==> src/rtl/ser_piso_feeder.sv <==
// Parallel-in/serial-out feeder for the serial 10101 detector: valid/ready word in, one bit per bit_en out.
// Define SER_PARITY_EN to append an even-parity bit after the data bits of every frame.
module ser_piso_feeder #(
    parameter int WIDTH     = 8,
    parameter bit MSB_FIRST = 1'b1
) (
    input  logic             clk,
    input  logic             rst,
    input  logic             din_valid,
    input  logic [WIDTH-1:0] din,
    output logic             din_ready,
    input  logic             bit_en,
    output logic             ser_out,
    output logic             ser_valid,
    output logic             busy,
    output logic             frame_done
);

`ifdef SER_PARITY_EN
    localparam int FRAME_LEN = WIDTH + 1;
`else
    localparam int FRAME_LEN = WIDTH;
`endif
    localparam int CW = $clog2(FRAME_LEN + 1);
    localparam logic [CW-1:0] CNT_LAST = CW'(FRAME_LEN);
    localparam logic [CW-1:0] CNT_LM1  = CW'(FRAME_LEN - 1);

    localparam logic [0:0] S_IDLE  = 1'b0;
    localparam logic [0:0] S_SHIFT = 1'b1;

    logic [0:0]       state;
    logic [WIDTH-1:0] shreg;
    // cnt counts bits already placed on ser_out for the current word
    logic [CW-1:0]    cnt;
    logic             last_shown;
    logic             accept;
`ifdef SER_PARITY_EN
    logic             par;
`endif

    function automatic logic head(input logic [WIDTH-1:0] w);
        return MSB_FIRST ? w[WIDTH-1] : w[0];
    endfunction

    function automatic logic [WIDTH-1:0] advance(input logic [WIDTH-1:0] w);
        return MSB_FIRST ? {w[WIDTH-2:0], 1'b0} : {1'b0, w[WIDTH-1:1]};
    endfunction

    // The last bit is on ser_out while cnt sits at FRAME_LEN; an enabled cycle there may reload.
    assign last_shown = (state == S_SHIFT) && (cnt == CNT_LAST);
    assign din_ready  = (state == S_IDLE) || (last_shown && bit_en);
    assign accept     = din_valid && din_ready;
    assign busy       = (state == S_SHIFT);

    always_ff @(posedge clk or posedge rst) begin
        if (rst) begin
            state      <= S_IDLE;
            shreg      <= '0;
            cnt        <= '0;
            ser_out    <= 1'b0;
            ser_valid  <= 1'b0;
            frame_done <= 1'b0;
`ifdef SER_PARITY_EN
            par        <= 1'b0;
`endif
        end else begin
            ser_valid  <= 1'b0;
            frame_done <= 1'b0;
            if (accept) begin
                state <= S_SHIFT;
`ifdef SER_PARITY_EN
                par   <= ^din;
`endif
                // An enabled accept edge already presents the first bit, so frames chain without a bubble.
                if (bit_en) begin
                    ser_out   <= head(din);
                    shreg     <= advance(din);
                    cnt       <= CW'(1);
                    ser_valid <= 1'b1;
                end else begin
                    shreg <= din;
                    cnt   <= '0;
                end
            end else if (state == S_SHIFT) begin
                if (last_shown) begin
                    state <= S_IDLE;
                end else if (bit_en) begin
                    ser_valid  <= 1'b1;
                    frame_done <= (cnt == CNT_LM1);
                    cnt        <= cnt + 1'b1;
`ifdef SER_PARITY_EN
                    if (cnt == CW'(WIDTH)) begin
                        ser_out <= par;
                    end else begin
                        ser_out <= head(shreg);
                        shreg   <= advance(shreg);
                    end
`else
                    ser_out <= head(shreg);
                    shreg   <= advance(shreg);
`endif
                end
            end
        end
    end

endmodule

==> config.mk <==
export PLATFORM = sky130hd
export DESIGN_NAME = ser_piso_feeder
export DESIGN_NICKNAME = d
export VERILOG_FILES = /design/src/rtl/ser_piso_feeder.sv
export SDC_FILE = /design/constraint.sdc
export NUM_CORES = 1
export LEC_CHECK = 0
export BUFFER_PORTS_ARGS = -buffer_cell sky130_fd_sc_hd__clkbuf_2
export CORE_MARGIN = 4
export CORE_UTILIZATION = 47
export DETAILED_ROUTE_END_ITERATION = 10
export MAX_ROUTING_LAYER = met4
export PLACE_DENSITY = 0.68
export SETUP_SLACK_MARGIN = 0.15
export SYNTH_ARGS = -nofsm -noshare
export SYNTH_HDL_FRONTEND = slang
export SYNTH_SLANG_ARGS = --single-unit
==> constraint.sdc <==
create_clock -name clk -period 1.6 [get_ports clk]
set_clock_uncertainty 0.15 [all_clocks]
set_input_delay 0.24 -clock clk [delete_from_list [all_inputs] [get_ports clk]]
set_output_delay 0.24 -clock clk [all_outputs]
set_load 0.05 [all_outputs]
**Yosys cells after proc, flatten, opt, wreduce, memory -nomap -nowiden**

Cells that the tools add are included.

- Register bits: 16
- Output and inout port bits: 5
- Word-level logic and storage cells: 47
- Input bits: 12

- $add $sub $neg: 1
- Bitwise operators: 1
- Reductions and logical operators: 8
- Eq/ne operators: 5
- Multiplexer cells: 26

Operator list:

| cell | count |
|---|---|
| $mux W8 | 5 |
| $mux W1 | 17 |
| $mux W4 | 4 |
| $add A4 B1 Y4 const B | 1 |
| $eq A4 B3 Y1 const B | 1 |
| $eq A4 B4 Y1 const B | 1 |
| $reduce_and A4 Y1 | 1 |
| $reduce_bool A2 Y1 | 2 |
| $logic_and A1 B1 Y1 | 3 |
| $ne A3 B2 Y1 const B | 1 |
| $reduce_and A3 Y1 | 1 |
| $ne A2 B1 Y1 const B | 1 |
| $ne A2 B2 Y1 const B | 1 |
| $logic_or A1 B1 Y1 | 1 |
| $not A1 Y1 | 1 |

**Longest topological paths before layout**

Gate-level depths: netlist of the first run.

- Word-level depth: 7
- Gate-level depth with buffers: 7

**Least setup slack after synthesis of the first run**

No wires, ideal clock.

- Path kind: reg-to-output
- Start: register state, in the netlist busy
- End: output port din_ready
- Arrival: 1.387 ns
- Stages on the path, launching flop included: 4
- Data required time: 1.210 ns
- Buffers on the path: 2
- Slack: -0.177 ns
- Path through: dfrtp_1 buf_2 buf_2 nand2_1

- Word-level cells in the longest chain between the ends: 3
- Elaborated cells on any way between the ends: 4
- Those cells by class: bitwise (1); reduce/logical (3)

Ends and longest elaborated chain:

| item | RTL line | text |
|---|---|---|
| start, declared | 31 | `logic [0:0] state;` |
| start signal, assigned | 57 | `state <= S_IDLE;` |
| start signal, assigned | 70 | `state <= S_SHIFT;` |
| start signal, assigned | 86 | `state <= S_IDLE;` |
| $logic_and A1 B1 Y1 | 50 | `assign last_shown = (state == S_SHIFT) && (cnt == CNT_LAST);` |
| $logic_and A1 B1 Y1 | 51 | `assign din_ready = (state == S_IDLE) \|\| (last_shown && bit_en);` |
| $logic_or A1 B1 Y1 * | 51 |  |
| end, declared | 11 | `output logic din_ready,` |

Every way passes the cells marked *; elsewhere a longest branch is shown, timed or not.

**Worst setup path in the final report of the first run**

- Start: register cnt[1]
- End: output port din_ready

- Word-level cells in the longest chain between the ends: 4

Ends and longest elaborated chain:

| item | RTL line | text |
|---|---|---|
| start, declared | 34 | `logic [CW-1:0] cnt;` |
| start signal, assigned | 90 | `cnt <= cnt + 1'b1;` |
| $eq A4 B4 Y1 | 50 |  |
| $logic_and A1 B1 Y1 | 50 |  |
| $logic_and A1 B1 Y1 | 51 |  |
| $logic_or A1 B1 Y1 | 51 |  |

Every way passes these cells.

==> results of run 1 <==
## synthesized netlist by cell type, drive strengths merged
cell	count
nor3	2
mux2i	2
a31oi	1
xor2	1
o31ai	1
clkbuf	3
o32a	4
o221a	1
nand3	4
and3	6
and2	2
nand4bb	1
nand4b	1
ha	2
a21o	1
a2bb2oi	2
xnor2	1
o22a	1
mux2	1
dfrtp	16
nand2b	3
buf	5
and4	1
a21oi	9
o21ai	6
nand3b	3
inv	4
o21a	1
a21boi	2
o22ai	1
nor2	9
nor2b	4
nand2	12
## power groups by stage
| stage | clock, mW | combinational (mW) | sequential, mW |
|---|---|---|---|
| 4_1_cts | 0.284 | 1.56 | 0.728 |
| 3_3_place_gp | 0 | 1.18 | 0.718 |
| 2_1_floorplan | 0 | 0.898 | 0.810 |
| 3_5_place_dp | 0 | 1.21 | 0.730 |
| 6_report | 0.273 | 1.62 | 0.729 |
| 5_1_grt | 0.309 | 1.74 | 0.750 |
## routing by layer
| layer | wire, µm | GRT usage [%] | vias to the layer above | part of all wire (%) |
|---|---|---|---|---|
| met5 | 0 | - | - | 0 |
| met4 | 41 | 7.99 | 0 | 1.6 |
| met3 | 101 | 2.80 | 6 | 3.8 |
| met2 | 1290 | 27.7 | 19 | 49 |
| met1 | 1200 | 24.0 | 452 | 45 |
| li1 | - | - | 467 | - |
## metrics by stage
stage               setup TNS [ns]  power (mW)
CTS                         -0.216        2.57
floorplan                        0        1.71
global route                -0.979        2.80
global placement           -0.0116        1.90
detailed placement         -0.0585        1.94
finish                      -0.477        2.62
## worst max-delay path by stage
| stage | slack, ns | to | start | cells after the start |
|---|---|---|---|---|
| final | -0.17 | din_ready | cnt[1] | 5 |
| after global placement | -0.01 | shreg[3] | cnt[1] | 6 |
| after detailed placement | -0.05 | shreg[3] | cnt[1] | 6 |
| after global routing | -0.25 | din_ready | cnt[1] | 5 |
| after floorplan | 0.01 | ser_out | cnt[0] | 7 |
| after CTS | -0.22 | din_ready | cnt[1] | 5 |
## tightest hold or removal path, stage by stage
cell and delay [ns]:
clkbuf_2 0.09, nand3b_1 0.07, o31ai_1 0.07
## cells by family (layout without fill, tap and decap cells)
family          Yosys count  count (layout)
compound gates           30              30
xor+xnor                  2               2
fa+ha+maj                 2               2
buf+inv                  12              44
flops                    16              16
mux                       3               3
simple gates             48              48
## layout make-up
class / instances / area [µm²]
Inverter: 4 / 15.0
Tap cell: 27 / 33.8
Timing Repair Buffer: 36 / 298
Clock buffer: 4 / 36.3
Fill cell: 158 / 603
Sequential cell: 16 / 402
Multi-Input combinational cell: 85 / 654
## state kept, by name, summed over array words and instances, names as in the netlist
name and flops:
busy 1, cnt 4, frame_done 1, ser_out 1, ser_valid 1, shreg 8
## timing repair
item / CTS / global route
setup buffers: 6 / 1
hold buffers: 1 / 0
resized for setup: 22 / 5
setup endpoints to repair: 15 / 17
pin swaps: 10 / 2
hold endpoints to repair: 9 / 0
==> flow_summary.toml, run 1 <==
[outcome]
status = "finished with violations"
violations = "negative setup slack"

[cts]
clk_latency_ns = 0.29
cts_inserted_buffers = 3
cts_tree = "yes"
htreeDepth = 1
cts_sinks = 16
cts_buffer_depth = 2
cts.clk_slew.worst_paths_ns = 0.10
clock-root-buffer = "clkbuf_4"

[routing]
routed_wl_um = 2630
route.detailed.wl_per_inst_um = 15.3
vias_per_cell = 5.49
vias = 944
detail_route.first_pass.iterations = 4
antenna_left = 0
drc_errors = 0
drt_iter0_drc = 16

[synth]
synthCells = 113
synth_area_um2 = 1050
muxShareOfSynthArea_pct = 2.98
ys_types = 40
synth_top_family_by_area = "simple AND/OR/NAND/NOR gates"
synth_compound_area_share_pct = 20.8
ys_seq_elements = 16
synthSimpleGateAreaFrac_pct = 26.3
seq_area_frac_synth_pct = 38.2
avgSynthCellArea_um2 = 9.28
ys_warn_count = 0
synth_area_leader_cell = "dfrtp_1"
synthAdderAreaFrac_pct = 2.39
synth_top_cell_area_share_pct = 38.2
yosys-top-cells-area = "dfrtp_1, nand2_1, o32a_1"
syn-num-nets = 127
synth_xor_area_share_pct = 1.67

[place]
routabilityCongestion = 0.807
place_area_um2 = 1220
dp_slack_ns = -0.0453
portBuffers = 16
dp.cells = 160
hpwl_um = 1870

[setup_path]
critical-path-max-stage-delay_ns = 0.40
reg2reg_depth = 7
path_class = "register to primary output"
critPathRequiredTime_ns = 1.21
crit_path_max_fanout = 3
slowest_stage = "dfrtp_1"
path_buf_inv = 2
worst-r2r-setup-slack_ns = -0.09
start_kind = "register"
r2r_end = "shreg[3]"
critical_path.top_delay_family = "flip-flops"
critical_path_arrival_ns = 1.38
crit_chain = "inv_2 -> ha_4 -> nand4b_1 -> nand2_2 -> buf_8"
reg2reg_from = "cnt[1]"
crit_path_end_kind = "primary output"

[pwr]
p_leak_nw = 0.667
powerDensity_nw_per_um2 = 1820
clock_power_share_pct = 10.4
comb_power_share_pct = 61.8
cell_internal_pwr_mw = 1.58
ir_worst_vdd_v = 0.00107
swShare_pct = 39.7
switching_power_mw = 1.04
seq_power_share_pct = 27.8

[sta]
worstMarginPinSlew_ns = 0.414
setup_viol = 5
grt_setup_unrepaired = "yes"
setup_ws_ns = -0.169
relSlewSlack_pct = 72.3
fmax_mhz = 565
finalCritPeriodShare_pct = 111
hold_slack_ns = 0.0576
hold_viol_final = 0
layout_min_cycle_time_ns = 1.77
drv_slew = 0

[layout]
final_util_pct = 70.5
final_common_cell = "dfrtp_1"
area_growth_pct = 37.2
layout-drive-gt1-share_pct = 46.2
diodes = 0
final_cell_mix = "dfrtp_1, clkbuf_2, buf_4, nand2_1, nor2_1"
stdcell_area_um2 = 1440
stdcell_count = 172
fin_nets = 160

[grt]
grt_max_degree = 12
grt-ovfl-total = 0
grt_usage_pct = 18.3
grt_pass1_vias = 962
grt_pass1_wl_um = 4420
antenna_found_initial = 0

[min_path]
hold_class = "primary input to register"
hp-start = "din[3]"
holdPathStages = 3
min_to = "shreg[3]"

[floorplan]
core_area_um2 = 2040
die_x_um = 55.2
num_rows = 16
io_pins = 17
start_util_pct = 51.3
die_area_um2 = 3050
die_y_um = 55.2

[job]
maxCapViolations = 0
No activity file was read; power rests on OpenSTA's default activity.
==> run 2, diff against run 1 <==
PLACE_DENSITY = 0.65   (was 0.68)
clock period = 2 ns   (was 1.6 ns; I/O delays follow)
==> run 2 against run 1 <==
The flow now finishes without violations. Highest routed layer unchanged. Clock-buffer cell count is the same. Largest power group unchanged. Critical path depth is the same. Routed wire length is 5.8% lower.
==> flow_summary.toml, run 2 (synthesis gave the netlist of run 1 again) <==
[setup_path]
reg2reg_depth = 7
r2r_end = "shreg[6]"
crit_path_max_fanout = 3
critical_path.endpoint = "din_ready"
start_kind = "register"
crit_path_end_kind = "primary output"
reg2reg_from = "cnt[0]"
critical_path_arrival_ns = 1.35
critPathRequiredTime_ns = 1.55
path_class = "register to primary output"
worst-r2r-setup-slack_ns = 0.23
crit_start = "cnt[0]"

[min_path]
hold_class = "primary input to register"

[outcome]
status = "completed"

[grt]
grt_usage_pct = 16.9
grt-ovfl-total = 0
grt_pass1_wl_um = 4040
grt_pass1_vias = 834
antenna_found_initial = 0
grt_max_degree = 23

[floorplan]
io_pins = 17
die_x_um = 55.2
start_util_pct = 51.3
die_area_um2 = 3050
core_area_um2 = 2040
num_rows = 16
die_y_um = 55.2

[sta]
worstMarginPinSlew_ns = 0.622
layout_min_cycle_time_ns = 1.80
setup_tns_ns = 0
setup_viol = 0
hold_viol_final = 0
drv_slew = 0
finalCritPeriodShare_pct = 89.9
relSlewSlack_pct = 58.5
hold_slack_ns = 0.120
grt_setup_unrepaired = "no"
fmax_mhz = 556

[layout]
diodes = 0
layout-drive-gt1-share_pct = 34.8
fin_nets = 153
area_growth_pct = 19.7
top_register = "shreg"
num-fill-cells = 192
final_common_cell = "dfrtp_1"
final_cell_mix = "dfrtp_1, clkbuf_2, nand2_1, buf_4, nor2_1"
reg_top3 = "shreg x8, cnt x4"
stdcell_area_um2 = 1250
largest_reg_flops = 8

[routing]
vias = 882
route.detailed.wl_per_inst_um = 15.0
detail_route.first_pass.iterations = 4
vias_per_cell = 5.35
drc_errors = 0
drt_iter0_drc = 18
top_layer = "met4"
met1Wirelength_um = 1180
wl_met3_um = 95
routed_wl_um = 2480
antenna_left = 0
dr_wl_met2_um = 1190

[place]
routabilityCongestion = 0.821
place_area_um2 = 1130
portBuffers = 16
hpwl_um = 1650

[pwr]
cell_internal_pwr_mw = 1.07
seq_power_share_pct = 30.9
p_leak_nw = 0.597
comb_power_share_pct = 57.4
ir_worst_vdd_v = 0.000973
clock_power_share_pct = 11.7
swShare_pct = 41.6
powerDensity_nw_per_um2 = 1460
switching_power_mw = 0.764

[cts]
cts_tree = "yes"
cts.clk_slew.worst_paths_ns = 0.10
clock-root-buffer = "clkbuf_4"
htreeDepth = 1
clk_latency_ns = 0.29
cts_buffer_depth = 2
cts_sinks = 16
cts_inserted_buffers = 3

[job]
maxCapViolations = 0
-- run 2: cell count changes in the layout (fill, tap and decap cells not counted), sizes merged --
cell / delta
buf: -7
-- run 2: worst min-delay path by stage --
stage / startpoint / endpoint / slack [ns] / cells past startpoint
after floorplan: rst / busy / 0.06 / 1
after global placement: rst / ser_out / 0.25 / 2
after detailed placement: rst / ser_valid / 0.24 / 2
after CTS: din[3] / shreg[3] / 0.12 / 3
after global routing: din[3] / shreg[3] / 0.15 / 3
final: din[3] / shreg[3] / 0.12 / 3
-- run 2: metal layers --
metal	up-vias	global-route usage, %
met3	2	3.26
met2	17	25.8
met1	411	21.5
met4	0	7.64
li1	452	-
met5	-	-
-- run 2: power groups by stage --
stage                     sequential, mW  combinational [mW]  clock [mW]
after floorplan                    0.637               0.653           0
after CTS                          0.564               0.962       0.220
after global routing               0.584                1.14       0.235
after detailed placement           0.572               0.866           0
after global placement             0.570               0.857           0
final                              0.568                1.05       0.215
-- run 2: what timing repair did --
action | in CTS | in global routing
hold buffers | 1 | 0
gates resized for setup | 6 | 1
gates cloned | 0 | 0
endpoints found under the hold margin | 16 | 0
endpoints found under the setup margin | 1 | 1
pin swaps | 1 | 2
buffers inserted | 2 | 6
-- run 2: layout make-up --
| type | instances | area [µm²] | share of cell area (%) |
|---|---|---|---|
| flip-flops and latches | 16 | 400 | 31.9 |
| repair buffers | 29 | 190 | 15.2 |
| well taps | 27 | 33.8 | 2.69 |
| multi-input cells | 85 | 579 | 46.2 |
| inverters | 4 | 15.0 | 1.20 |
| clock buffers | 4 | 36.3 | 2.89 |
-- run 2: critical path: stages, from the launching register on --
cell and delay, ns:
dfrtp_1 0.40, inv_2 0.09, ha_4 0.14, nand4b_1 0.15, nand2_1 0.13, buf_8 0.15
-- run 2: through the flow --
step,util [%],cells,setup WS [ns],total power [mW]
floorplan,-,113,0.163,1.29
global placement,55.1,152,0.181,1.43
detailed placement,55.1,152,0.174,1.44
CTS,59.2,159,0.159,1.75
global route,61.5,165,0.131,1.96
finish,61.5,165,0.202,1.84
